==> src/rtl/i2c_phy_pkg.sv <==
// i2c_phy_pkg: shared widths, bit-level PHY state codes and state helpers.
package i2c_phy_pkg;

    localparam int unsigned PRESCALE_W = 17;
    localparam int unsigned STATE_W    = 5;

    typedef enum logic [STATE_W-1:0] {
        ST_IDLE     = 5'd0,
        ST_ACTIVE   = 5'd1,
        ST_RSTART_1 = 5'd2,
        ST_RSTART_2 = 5'd3,
        ST_START_1  = 5'd4,
        ST_START_2  = 5'd5,
        ST_WRITE_1  = 5'd6,
        ST_WRITE_2  = 5'd7,
        ST_WRITE_3  = 5'd8,
        ST_READ_1   = 5'd9,
        ST_READ_2   = 5'd10,
        ST_READ_3   = 5'd11,
        ST_READ_4   = 5'd12,
        ST_STOP_1   = 5'd13,
        ST_STOP_2   = 5'd14,
        ST_STOP_3   = 5'd15
    } phy_state_e;

    // Every state other than IDLE and ACTIVE is one timed bus phase.
    function automatic logic is_phase(phy_state_e s);
        return (s != ST_IDLE) && (s != ST_ACTIVE);
    endfunction

endpackage

==> src/rtl/i2c_phy_timer.sv <==
// i2c_phy_timer: bus phase down-counter.
//   load_i     : reload with prescale_i (phase entry)
//   stall_i    : freeze the count and hold off done
//   prescale_i : phase length in clk cycles minus one
//   done_c_o   : combinational, high on the last cycle of the phase
module i2c_phy_timer
    import i2c_phy_pkg::*;
(
    input  logic                  clk,
    input  logic                  rst,
    input  logic                  load_i,
    input  logic                  stall_i,
    input  logic [PRESCALE_W-1:0] prescale_i,
    output logic                  done_c_o
);

    logic [PRESCALE_W-1:0] cnt_q;
    logic [PRESCALE_W-1:0] cnt_d;

    // Count register.
    always_ff @(posedge clk or posedge rst) begin
        if (rst) begin
            cnt_q <= '0;
        end else begin
            cnt_q <= cnt_d;
        end
    end

    // Reload on entry, otherwise count down to zero unless stalled.
    always_comb begin
        cnt_d = cnt_q;
        if (load_i) begin
            cnt_d = prescale_i;
        end else if (!stall_i && (cnt_q != '0)) begin
            cnt_d = cnt_q - PRESCALE_W'(1);
        end
    end

    assign done_c_o = (cnt_q == '0) && !stall_i;

endmodule

==> src/rtl/i2c_phy.sv <==
// i2c_phy: I2C master bit-level PHY (start, repeated start, write, read, stop).
//   clk, rst                 : clock, async active-high reset
//   prescale                 : bus phase length in clk cycles minus one
//   phy_*_bit, release_bus   : level-sensed commands, taken in IDLE/ACTIVE
//   phy_tx_data              : bit for a write command
//   scl_i, sda_i             : synchronised bus line levels
//   scl_o/sda_o, scl_t/sda_t : registered open-drain drive (1 = release)
//   phy_busy, bus_control_reg, phy_rx_data_reg, phy_state_reg : status
// Build option: I2C_PHY_CLOCK_STRETCH_EN freezes the phase timer while a
// released scl is held low by a slave; otherwise scl_i is ignored.
module i2c_phy
    import i2c_phy_pkg::*;
(
    input  logic                  clk,
    input  logic                  rst,
    input  logic [PRESCALE_W-1:0] prescale,
    input  logic                  phy_start_bit,
    input  logic                  phy_stop_bit,
    input  logic                  phy_write_bit,
    input  logic                  phy_read_bit,
    input  logic                  phy_release_bus,
    input  logic                  phy_tx_data,
    input  logic                  scl_i,
    input  logic                  sda_i,
    output logic                  scl_o,
    output logic                  sda_o,
    output logic                  scl_t,
    output logic                  sda_t,
    output logic                  phy_busy,
    output logic                  bus_control_reg,
    output logic                  phy_rx_data_reg,
    output logic [STATE_W-1:0]    phy_state_reg
);

    phy_state_e state_q, state_d;
    logic scl_q, scl_d;
    logic sda_q, sda_d;
    logic busy_q, busy_d;
    logic bus_ctl_q, bus_ctl_d;
    logic rx_q, rx_d;
    logic tx_bit_q, tx_bit_d;
    logic load, stall, done;

`ifdef I2C_PHY_CLOCK_STRETCH_EN
    // A slave holding a released scl low stretches the current phase.
    assign stall = scl_q & ~scl_i;
`else
    logic unused_scl_i;
    assign unused_scl_i = scl_i;
    assign stall        = 1'b0;
`endif

    i2c_phy_timer u_timer (
        .clk        (clk),
        .rst        (rst),
        .load_i     (load),
        .stall_i    (stall),
        .prescale_i (prescale),
        .done_c_o   (done)
    );

    // State and output registers.
    always_ff @(posedge clk or posedge rst) begin
        if (rst) begin
            state_q   <= ST_IDLE;
            scl_q     <= 1'b1;
            sda_q     <= 1'b1;
            busy_q    <= 1'b0;
            bus_ctl_q <= 1'b0;
            rx_q      <= 1'b0;
            tx_bit_q  <= 1'b0;
        end else begin
            state_q   <= state_d;
            scl_q     <= scl_d;
            sda_q     <= sda_d;
            busy_q    <= busy_d;
            bus_ctl_q <= bus_ctl_d;
            rx_q      <= rx_d;
            tx_bit_q  <= tx_bit_d;
        end
    end

    // Next state, then line levels for the state being entered.
    always_comb begin
        state_d   = state_q;
        tx_bit_d  = tx_bit_q;
        rx_d      = rx_q;
        scl_d     = scl_q;
        sda_d     = sda_q;
        bus_ctl_d = bus_ctl_q;

        case (state_q)
            ST_IDLE: if (phy_start_bit) state_d = ST_START_1;
            ST_ACTIVE: begin
                if (phy_start_bit) begin
                    state_d = ST_RSTART_1;
                end else if (phy_write_bit) begin
                    state_d  = ST_WRITE_1;
                    tx_bit_d = phy_tx_data;
                end else if (phy_read_bit) begin
                    state_d = ST_READ_1;
                end else if (phy_stop_bit) begin
                    state_d = ST_STOP_1;
                end else if (phy_release_bus) begin
                    state_d = ST_IDLE;
                end
            end
            ST_RSTART_1: if (done) state_d = ST_RSTART_2;
            ST_RSTART_2: if (done) state_d = ST_START_1;
            ST_START_1:  if (done) state_d = ST_START_2;
            ST_START_2:  if (done) state_d = ST_ACTIVE;
            ST_WRITE_1:  if (done) state_d = ST_WRITE_2;
            ST_WRITE_2:  if (done) state_d = ST_WRITE_3;
            ST_WRITE_3:  if (done) state_d = ST_ACTIVE;
            ST_READ_1:   if (done) state_d = ST_READ_2;
            ST_READ_2:   if (done) state_d = ST_READ_3;
            ST_READ_3: begin
                if (done) begin
                    state_d = ST_READ_4;
                    rx_d    = sda_i;
                end
            end
            ST_READ_4:   if (done) state_d = ST_ACTIVE;
            ST_STOP_1:   if (done) state_d = ST_STOP_2;
            ST_STOP_2:   if (done) state_d = ST_STOP_3;
            ST_STOP_3:   if (done) state_d = ST_IDLE;
            default:     state_d = ST_IDLE;
        endcase

        load   = (state_d != state_q) && is_phase(state_d);
        busy_d = is_phase(state_d);

        case (state_d)
            ST_IDLE:     begin scl_d = 1'b1; sda_d = 1'b1; bus_ctl_d = 1'b0; end
            ST_ACTIVE:   scl_d = 1'b0;
            ST_RSTART_1: begin scl_d = 1'b0; sda_d = 1'b1; end
            ST_RSTART_2: scl_d = 1'b1;
            ST_START_1:  begin scl_d = 1'b1; sda_d = 1'b0; bus_ctl_d = 1'b1; end
            ST_START_2:  scl_d = 1'b0;
            ST_WRITE_1:  begin scl_d = 1'b0; sda_d = tx_bit_d; end
            ST_WRITE_2:  scl_d = 1'b1;
            ST_WRITE_3:  scl_d = 1'b0;
            ST_READ_1:   begin scl_d = 1'b0; sda_d = 1'b1; end
            ST_READ_2:   scl_d = 1'b1;
            ST_READ_3:   scl_d = 1'b1;
            ST_READ_4:   scl_d = 1'b0;
            ST_STOP_1:   begin scl_d = 1'b0; sda_d = 1'b0; end
            ST_STOP_2:   scl_d = 1'b1;
            ST_STOP_3:   sda_d = 1'b1;
            default:     ;
        endcase
    end

    assign scl_o           = scl_q;
    assign sda_o           = sda_q;
    assign scl_t           = scl_q;
    assign sda_t           = sda_q;
    assign phy_busy        = busy_q;
    assign bus_control_reg = bus_ctl_q;
    assign phy_rx_data_reg = rx_q;
    assign phy_state_reg   = state_q;

endmodule

==> config.mk <==
export PLATFORM = sky130hd
export DESIGN_NAME = i2c_phy
export DESIGN_NICKNAME = d
export VERILOG_FILES = /design/src/rtl/i2c_phy_pkg.sv /design/src/rtl/i2c_phy_timer.sv /design/src/rtl/i2c_phy.sv
export SDC_FILE = /design/constraint.sdc
export NUM_CORES = 1
export LEC_CHECK = 0
export CORE_ASPECT_RATIO = 1.5
export CORE_MARGIN = 1
export CORE_UTILIZATION = 50
export DETAILED_ROUTE_END_ITERATION = 7
export PLACE_DENSITY = 0.86
export SLEW_MARGIN = 20
export SYNTH_ARGS = -nofsm -noshare
export SYNTH_HDL_FRONTEND = slang
export SYNTH_SLANG_ARGS = --single-unit
==> constraint.sdc <==
create_clock -name clk -period 6.6 [get_ports clk]
set_clock_uncertainty 0.2 [all_clocks]
set_input_delay 1.32 -clock clk [delete_from_list [all_inputs] [get_ports clk]]
set_output_delay 1.32 -clock clk [all_outputs]
set_load 0.005 [all_outputs]
==> summary.txt <==
Synth
  – Count of cell types in the netlist: 55
  – Syn_area_per_cell: 9.66 µm²
  – FF+latch count, synth: 28
  – Number of synthesized flops with an enable pin: 0
  – Register area share after synthesis: a little over a third
  – Synthesized Nets: 230
  – Synthesized instance count: about 200
  – Async S/R FF share, synth: 100%
  – Yosys warnings: 0
  – Top FF cell, synth: dfrtp_1
  – Mapped Area: slightly below 2000 µm²

Layout
  – N_diodes: 0
  – Layout Nets: roughly 260
  – Most frequent cells in the layout: clkdlybuf4s50_1, nor2_1, dfrtp_1, mux2_2, mux2_4
  – Post-Layout Inst Area: between 2000 and 2500 µm²
  – Largest register FFs: 17
  – Area growth, synth to finish: 21.5%
  – Fill cells: ~310
  – Most common cell after layout, fill and taps aside: clkdlybuf4s50_1
  – Share of layout cells above drive strength 1: 16.5%

Power
  – Leak Pwr: 0.937 nW
  – VDD IR max: roughly 0.00021 V
  – PwrDens: approximately 230 nW/µm²

STA
  – Slew @ Worst Pin: about 0.98 ns
  – Setup TNS Final: 0 ns
  – Setup WS post-layout: 2.07 ns
  – RSZ-0062 raised after global routing: false
  – Max Freq: around 0.22 GHz
  – Min Clock Period, post-route: approximately 4.5 ns
  – Slew headroom: between 30% and 40%
  – Fin. max-slew vios: 0
  – Post-route clock period utilization: 68.6%
  – Hold Vio Cnt, Final: 0
  – Setup violators final: 0

Worst setup path
  – WS Path Type: input port to register
  – WP data required: 6.57 ns
  – Critical path arrival: ~4.5 ns
  – Critical path capture point type: register
  – Slowest CP cell: o32a_1
  – Critical path peak fanout: 17
  – Reg-to-reg setup timing slack: ~2.6 ns
  – Crit-path cells: clkdlybuf4s50_1 > or3b_2 > a2111oi_0 > a21oi_1 > and2_4 > clkinv_2 > o32a_1 > mux2_2
  – Setup crit start kind: input port
  – CP max stage delay: ~0.81 ns
  – CP delay by family, top: compound AO/OA/AOI/OAI gates
  – Buf+Inv Stages, Crit Path: 2

Clocking
  – CTS resizes: 0
  – Cts bufs inserted: 3
  – Worst-path clk slew: ~0.09 ns
  – H-Tree Depth: 1
  – CTS tree: done
  – CTS sink cnt: 28
  – Hold_buf cts: 0
  – Post-CTS Repair Setup Buffers: 0
  – Clk root buf: clkbuf_8
  – Clk buf depth: 2
  – Worst-Skew Late Latency: 0.28 ns

Floorplanning
  – I/O pin count: 39
  – Full die area: about 4100 µm²
  – FP Rows: 27
  – Die Wd: between 50 and 60 µm
  – Core area: ~3700 µm²
  – Die Span Y: 78.3 µm
  – Starting Density: between 50% and 60%

Routing
  – First-pass iteration count of the detailed router: 4
  – Vias per std cell: 5.96
  – Via count: ~1600
  – Wire per inst: ~14 µm
  – Antenna Nets Post-Route: 0
  – Iter 0 DRT Violations: between 40 and 50
  – Drt drc: 0
  – Final wirelength: around 3900 µm

Global routing
  – Total congestion overflow: 0
  – First-pass GRT wire length: 6810 µm
  – Largest net degree at the start of global routing: 29
  – Vias in the first global route: ~1600
  – Tot GR Track Use: between 20% and 30%
  – Initial antenna violation count: 0

Status
  – Status: completed

Placed design
  – PortBufs: 37
  – DP Area: between 2000 and 2500 µm²
  – Placer Congestion: 0.838
  – Setup WS pre-CTS: between 1.5 and 2 ns
  – DP HPWL: ~2900 µm

Flow run
  – Max_cap viols: 0

Min path
  – HP Class: register to register
[cells in the mapped netlist (all sizes together) (2+ instances only)]
master	number	area [µm²]
a21oi	8	40.0
nor4	5	37.5
a31oi	5	37.5
mux2i	2	20.0
nand2b	5	31.3
or3	5	31.3
a2111oi	2	17.5
ha	2	25.0
dfrtp	26	651
or4	5	41.3
o21ai	6	33.8
nor3	6	30.0
buf	5	46.3
xor2	8	70.1
inv	8	30.0
or3b	2	17.5
nor2	27	101
or4b	2	20.0
nand4b	2	17.5
mux2	21	274
nor2b	3	18.8
nand3	2	10.0
a211o	2	17.5
xnor2	7	61.3
clkbuf	7	26.3
nand2	6	22.5
dfstp	2	52.6
[cell type report]
cell class,instances,area [µm²],share of cell area (%)
multi-input cells,152,1140,48.4
flip-flops and latches,28,703,29.8
repair buffers,38,382,16.2
well taps,43,53.8,2.28
clock buffers,4,45.0,1.91
inverters,9,35.0,1.48
[stage by stage]
stage | total power, mW | hold slack, ns | utilization [%] | cells
floorplan | 0.406 | 0.273 | - | 201
global placement | 0.448 | 0.285 | 62.5 | 269
detailed placement | 0.455 | 0.295 | 62.5 | 269
CTS | 0.552 | 0.315 | 63.7 | 273
global route | 0.591 | 0.344 | 64.1 | 274
finish | 0.551 | 0.314 | 64.1 | 274
[kinds of logic (layout without fill, tap and decap cells)]
family                     after synthesis  in the layout  synth area share (%)
DFF                                     28             28                  36.2
muxes                                   23             23                  15.1
AOI/OAI and AO/OA                       36             36                  13.4
adders and majority gates                2              2                  1.29
xor gates and xnor gates                15             15                  6.77
buffers and inverters                   21             51                  5.54
other                                    1              1                 0.193
and+or+nand+nor                         75             75                  21.5
[final timing paths]
check,start,end,depth (start not counted)
setup / recovery,phy_start_bit,u_timer.cnt_q[6],8
hold / removal,tx_bit_q,tx_bit_q,1
setup reg to reg,u_timer.cnt_q[0],u_timer.cnt_q[6],8
hold reg to reg,tx_bit_q,tx_bit_q,1
max in group asynchronous,rst,tx_bit_q,2
min in group asynchronous,rst,u_timer.cnt_q[4],2
[where the power goes]
part	switching (mW)	total, mW	leakage (nW)	internal [mW]
sequential	0.0528	0.267	0.341	0.215
combinational	0.0752	0.189	0.574	0.114
clock	0.0514	0.0947	0.0228	0.0434
total	0.179	0.551	0.937	0.372
[per-layer routing]
metal / global-route usage (%) / up-vias / routed length, µm
met5: 0 / - / 0
met4: 11.3 / 0 / 71
met3: 2.33 / 7 / 111
met2: 38.6 / 43 / 2150
met1: 24.3 / 792 / 1580
li1: - / 790 / -
(Power assumes the default switching activity.)
